===== config.mk =====
export PLATFORM = sky130hd
export DESIGN_NAME = instr_sequencer
export DESIGN_NICKNAME = d
export VERILOG_FILES = /design/src/rtl/uc_pkg.sv /design/src/rtl/seq_watchdog.sv /design/src/rtl/instr_sequencer.sv
export SDC_FILE = /design/constraint.sdc
export NUM_CORES = 1
export LEC_CHECK = 0
export CORE_MARGIN = 5
export CORE_UTILIZATION = 44
export DETAILED_ROUTE_END_ITERATION = 12
export HOLD_SLACK_MARGIN = 0.05
export PLACE_DENSITY = 0.81
export SYNTH_ARGS = -nofsm -noshare
export SYNTH_HDL_FRONTEND = slang
export SYNTH_SLANG_ARGS = --single-unit

===== constraint.sdc =====
create_clock -name clk -period 2.76 [get_ports clk]
set_clock_uncertainty 0.1 [all_clocks]
set_input_delay 0.828 -clock clk [delete_from_list [all_inputs] [get_ports clk]]
set_output_delay 0.828 -clock clk [all_outputs]
set_load 0.005 [all_outputs]

===== src/rtl/uc_pkg.sv =====
// Shared definitions for the microcontroller core: opcode map, instruction
// sequencer states and fault causes.
package uc_pkg;

  // Opcode map (instr[15:12])
  localparam logic [3:0] OP_NOP  = 4'h0;
  localparam logic [3:0] OP_LDI  = 4'h1;
  localparam logic [3:0] OP_ADD  = 4'h2;
  localparam logic [3:0] OP_SUB  = 4'h3;
  localparam logic [3:0] OP_AND  = 4'h4;
  localparam logic [3:0] OP_OR   = 4'h5;
  localparam logic [3:0] OP_MOV  = 4'h6;
  localparam logic [3:0] OP_HALT = 4'hF;

  // Instruction-cycle states
  typedef enum logic [2:0] {
    S_IDLE,
    S_F_ADDR,
    S_F_MEM,
    S_F_IR,
    S_DECODE,
    S_EXEC,
    S_HALT,
    S_FAULT
  } seq_state_t;

  // Fault causes reported on fault_code
  localparam logic [1:0] FC_NONE    = 2'b00;
  localparam logic [1:0] FC_ILLEGAL = 2'b01;
  localparam logic [1:0] FC_TIMEOUT = 2'b10;

  // One-hot enable for a 4-bit opcode
  function automatic logic [15:0] onehot16(input logic [3:0] idx);
    return 16'(1) << idx;
  endfunction

endpackage


===== src/rtl/seq_watchdog.sv =====
// Per-instruction watchdog: 8-bit counter cleared before each EXEC phase and
// advanced once per EXEC cycle. expired is high during the EXEC cycle whose
// increment brings the count to TIMEOUT, so a fault lands on the following edge.
module seq_watchdog #(
  parameter int TIMEOUT = 15
) (
  input  logic clk,
  input  logic rst,
  input  logic clear,
  input  logic enable,
  output logic expired
);

  localparam logic [7:0] LAST = 8'(TIMEOUT - 1);

  logic [7:0] count;

  // Count EXEC cycles; saturate so a long stall can never wrap back to zero
  always_ff @(posedge clk or posedge rst) begin
    if (rst) begin
      count <= 8'd0;
    end else if (clear) begin
      count <= 8'd0;
    end else if (enable && (count != 8'hFF)) begin
      count <= count + 8'd1;
    end
  end

  assign expired = enable && (count >= LAST);

endmodule


===== src/rtl/instr_sequencer.sv =====
// Instruction-cycle controller: fetches over the shared bus, decodes the
// opcode, hands the bus to the selected execute FSM and waits for its done.
module instr_sequencer
  import uc_pkg::*;
#(
  parameter int          TIMEOUT   = 15,
  parameter logic [15:0] VALID_OPS = 16'h807F
) (
  input  logic        clk,
  input  logic        rst,
  input  logic        run,
  input  logic [15:0] instr,
  input  logic        mem_ready,
  input  logic [15:0] done_vec,
  output logic        IF_active,
  output logic        PC_out,
  output logic        MAR_in,
  output logic        mem_rd,
  output logic        IR_in,
  output logic [15:0] exec_en,
  output logic        busy,
  output logic        halted,
  output logic        fault,
  output logic [1:0]  fault_code,
  output logic [15:0] retired
);

  seq_state_t  state, state_nxt;
  logic [3:0]  opc;
  logic [1:0]  fc_nxt;
  logic [15:0] retired_q;
  logic        retire;
  logic        wd_clear, wd_en, wd_expired;
  logic        instr_unused;

  // Only the opcode field matters here; operands belong to the execute FSMs
  assign instr_unused = ^instr[11:0];
  assign retired      = retired_q;

  seq_watchdog #(.TIMEOUT(TIMEOUT)) u_watchdog (
    .clk     (clk),
    .rst     (rst),
    .clear   (wd_clear),
    .enable  (wd_en),
    .expired (wd_expired)
  );

  // State register, latched opcode, fault cause and retirement counter
  always_ff @(posedge clk or posedge rst) begin
    if (rst) begin
      state      <= S_IDLE;
      opc        <= 4'h0;
      fault_code <= FC_NONE;
      retired_q  <= 16'h0000;
    end else begin
      state      <= state_nxt;
      fault_code <= fc_nxt;
      if (state == S_DECODE) opc <= instr[15:12];
      if (retire) retired_q <= retired_q + 16'h0001;
    end
  end

  // Next-state logic and Moore outputs; exec_en also uses the latched opcode
  always_comb begin
    state_nxt = state;
    fc_nxt    = fault_code;
    retire    = 1'b0;
    wd_clear  = 1'b0;
    wd_en     = 1'b0;
    IF_active = 1'b1;
    PC_out    = 1'b0;
    MAR_in    = 1'b0;
    mem_rd    = 1'b0;
    IR_in     = 1'b0;
    exec_en   = 16'h0000;
    busy      = 1'b1;
    halted    = 1'b0;
    fault     = 1'b0;
    case (state)
      S_IDLE: begin
        busy = 1'b0;
        if (run) state_nxt = S_F_ADDR;
      end
      S_F_ADDR: begin
        PC_out    = 1'b1;
        MAR_in    = 1'b1;
        state_nxt = S_F_MEM;
      end
      S_F_MEM: begin
        mem_rd = 1'b1;
        if (mem_ready) state_nxt = S_F_IR;
      end
      S_F_IR: begin
        mem_rd    = 1'b1;
        IR_in     = 1'b1;
        state_nxt = S_DECODE;
      end
      S_DECODE: begin
        wd_clear = 1'b1;
        if (instr[15:12] == OP_HALT) begin
          state_nxt = S_HALT;
        end else if (!VALID_OPS[instr[15:12]]) begin
          state_nxt = S_FAULT;
          fc_nxt    = FC_ILLEGAL;
        end else begin
          state_nxt = S_EXEC;
        end
      end
      S_EXEC: begin
        IF_active = 1'b0;
        wd_en     = 1'b1;
        exec_en   = onehot16(opc);
        if (done_vec[opc]) begin
          retire    = 1'b1;
          state_nxt = run ? S_F_ADDR : S_IDLE;
        end else if (wd_expired) begin
          state_nxt = S_FAULT;
          fc_nxt    = FC_TIMEOUT;
        end
      end
      S_HALT: begin
        busy   = 1'b0;
        halted = 1'b1;
      end
      S_FAULT: begin
        busy  = 1'b0;
        fault = 1'b1;
      end
      default: state_nxt = S_IDLE;
    endcase
  end

endmodule


==> results.ini <==
[logic_synthesis]
synth_seq_cells = 33
synth-adder-area-share_pct = 1.87
yosysUniqueCellTypes = 48
yosysSeqAreaShare_pct = 41.1
synthArstFlopShare_pct = 100
ys_warn_count = 0
synth_edf_count = 0
synthSimpleGateAreaFrac_pct = 26.2
synth_xor_area_share_pct = 9.60
synth_mux_area_share_pct = 8.66
avgSynthCellArea_um2 = 9.75
synth-main-ff-cell = dfrtp_1
synthCells = 206
synth.cell_area_um2 = 2010
synth_top_family_by_area = simple AND/OR/NAND/NOR gates
syn_nets = 245
synth_compound_area_share_pct = 7.73

[routing]
drc = 0
drt_wl_total_um = 4970
drtIter0Drc = 126
antenna_left = 0
vias = 1778
detail_route.vias_per_cell = 5.32
wl_per_cell_um = 14.9
firstDrtPassIters = 4

[worst_setup_path]
critPathLaunch = state[1]
crit_cells = 5
rrSetupSlack_ns = 0.61
rr_startpoint = opc[0]
path_buf_inv = 2
r2r-end = retired[7]
cp-endpoint = exec_en[13]
cp_data_arrival_time_ns = 1.76
crit_path_start_kind = flop
cp-end-kind = primary output
critPathSlowestCell = clkdlybuf4s50_1
critPathKind = flop to primary output
reg2reg_depth = 6
slowest_delay_ns = 0.50
path_cells = and3b_1, buf_6, nand3_2, nor2_1, clkdlybuf4s50_1
cp_data_required_time_ns = 1.83
path_delay_family = buffers and inverters
critPathMaxFanout = 5

[status]
status = complete, no violations

[timing]
hold_viol = 0
worstMarginPinSlew_ns = 0.440
finalSetupViolCount = 0
finalCritPeriodShare_pct = 97.6
max_freq_ghz = 0.371
drv_slew = 0
holdWs_ns = 0.380
slew_headroom_pct = 70.4
rsz0062_at_grt = no
fin_ws_ns = 0.0675
final.min_clock_period_ns = 2.69

[cts]
cts_htree_levels = 2
ctsRootBufferMaster = clkbuf_8
cts_tree = built
postCtsHoldBufs = 0
clock_latency_ns = 0.29
cts_buffer_depth = 2
cts_buffers = 5
clock-sinks = 33
clk_pin_slew_ns = 0.07

[global_routing]
grt_antenna_before_repair = 0
grt_overflow = 0
grtUsageTotal_pct = 16.4
grt_pass1_wl_um = 8210
grt_pass1_vias = 1734
grt_start_max_net_pins = 34

[job]
maxCapViolCount = 0

[power_and_ir_drop]
power_density_nw_per_um2 = 911
peakVddDrop_mv = 0.695
p_leak_nw = 1.31
power_mw = 2.66

[layout]
layout.nets = 320
most-common-layout-cells = clkdlybuf4s50_1, nor2_1, dfrtp_1
mostFrequentLayoutCell = clkdlybuf4s50_1
fillers = 360
drive_gt1_share_pct = 14.9
n_antenna_cell = 0
syn2layout_area_growth_pct = 45.2

[die]
core_area_um2 = 4380
initial_utilization_pct = 45.8
die_area_um2 = 6010
die_h_um = 77.6
io-pin-count = 78
rows = 24
fp.dieW_um = 77.6

[placement]
place_congestion = 0.805
place_ws_ns = -0.0464
dpl.hpwl_um = 3780
portBuffers = 65

[min_path]
holdCritPathClass = flop to flop

## cells by family after synthesis
kind of cell	after synthesis
AO/OA/AOI/OAI	22
XOR/XNOR	22
adder cells (fa/ha/maj)	3
buffers and inverters	19
flip-flops	33
multiplexers	11
AND/OR/NAND/NOR	96
## power by group
group          total [mW]  switching [mW]  internal (mW)
logic                1.36           0.639          0.717
registers           0.826           0.199          0.627
clock network       0.473           0.179          0.294
total                2.66            1.02           1.64
## worst min path at each step
stage | start | slack, ns | to | cells past startpoint
after floorplan | retired[15] | 0.36 | retired[15] | 1
after global placement | retired[15] | 0.37 | retired[15] | 1
after detailed placement | retired[15] | 0.37 | retired[15] | 1
final | retired[15] | 0.38 | retired[15] | 1
after global routing | retired[15] | 0.41 | retired[15] | 1
after CTS | retired[15] | 0.38 | retired[15] | 1
## synth_stat cells (2+ instances only)
cell type   n  area [um2]
dfrtp_1    33         826
nor2_1     33         124
xor2_1     20         175
nand2_1    15        56.3
nor3_1     13        65.1
nand3_1     7        35.0
inv_1       6        22.5
o21ai_0     6        30.0
and3_1      5        31.3
nand4_1     5        31.3
clkbuf_1    4        15.0
mux2_2      4        45.0
a21oi_1     3        15.0
buf_2       3        15.0
ha_1        3        37.5
nand2b_1    3        18.8
a31oi_1     2        12.5
a41oi_1     2        17.5
and4_1      2        17.5
buf_4       2        15.0
buf_6       2        22.5
mux2i_1     2        20.0
mux4_1      2        52.6
mux4_2      2        45.0
nor4b_4     2        47.6
or3_1       2        12.5
xnor2_1     2        17.5
## sequential cells by signal (all words and copies together), names as in the netlist
register,cells
opc,4
state,3
fault_code,2
u_watchdog.count,8
retired,16
## per-stage QoR
step	instances	TNS, ns	area (um2)	util [%]
after detailed placement	324	-0.315	2750	62.7
after global routing	334	0	2920	66.5
final	334	0	2920	66.5
after CTS	332	0	2880	65.6
after floorplan	206	0	2010	-
after global placement	324	0	2750	62.7
## worst register-to-register path, delay by kind of cell (launching register included)
kind	cells	cell delay (ns)
buffers and inverters	1	0.20
XOR/XNOR	1	0.14
AND/OR/NAND/NOR	1	0.09
multiplexers	3	0.99
flip-flops	1	0.52
## cell type report
type / instances / area [um2] / area share (%)
flip-flops and latches: 33 / 827 / 28.4
inverters: 7 / 26.3 / 0.901
repair buffers: 80 / 757 / 26.0
clock buffers: 7 / 86.3 / 2.96
well taps: 52 / 65.1 / 2.23
multi-input cells: 154 / 1120 / 38.6
clock inverters: 1 / 30.0 / 1.03
## metal layers
| layer | GRT usage [%] | routed length [um] | vias to the layer above |
|---|---|---|---|
| met5 | 0 | 0 | - |
| met4 | 5.84 | 93 | 0 |
| met3 | 4.05 | 281 | 8 |
| met2 | 27.4 | 2510 | 54 |
| met1 | 20.7 | 2080 | 842 |
| li1 | - | - | 874 |
## what timing repair did
| item | in CTS | in global routing |
|---|---|---|
| resized for setup | 15 | 6 |
| pin swaps | 1 | 3 |
| endpoints found under the setup margin | 16 | 9 |
| gates cloned | 0 | 0 |
| buffers inserted | 0 | 2 |
Note: power is estimated with default switching activity, not from simulation.
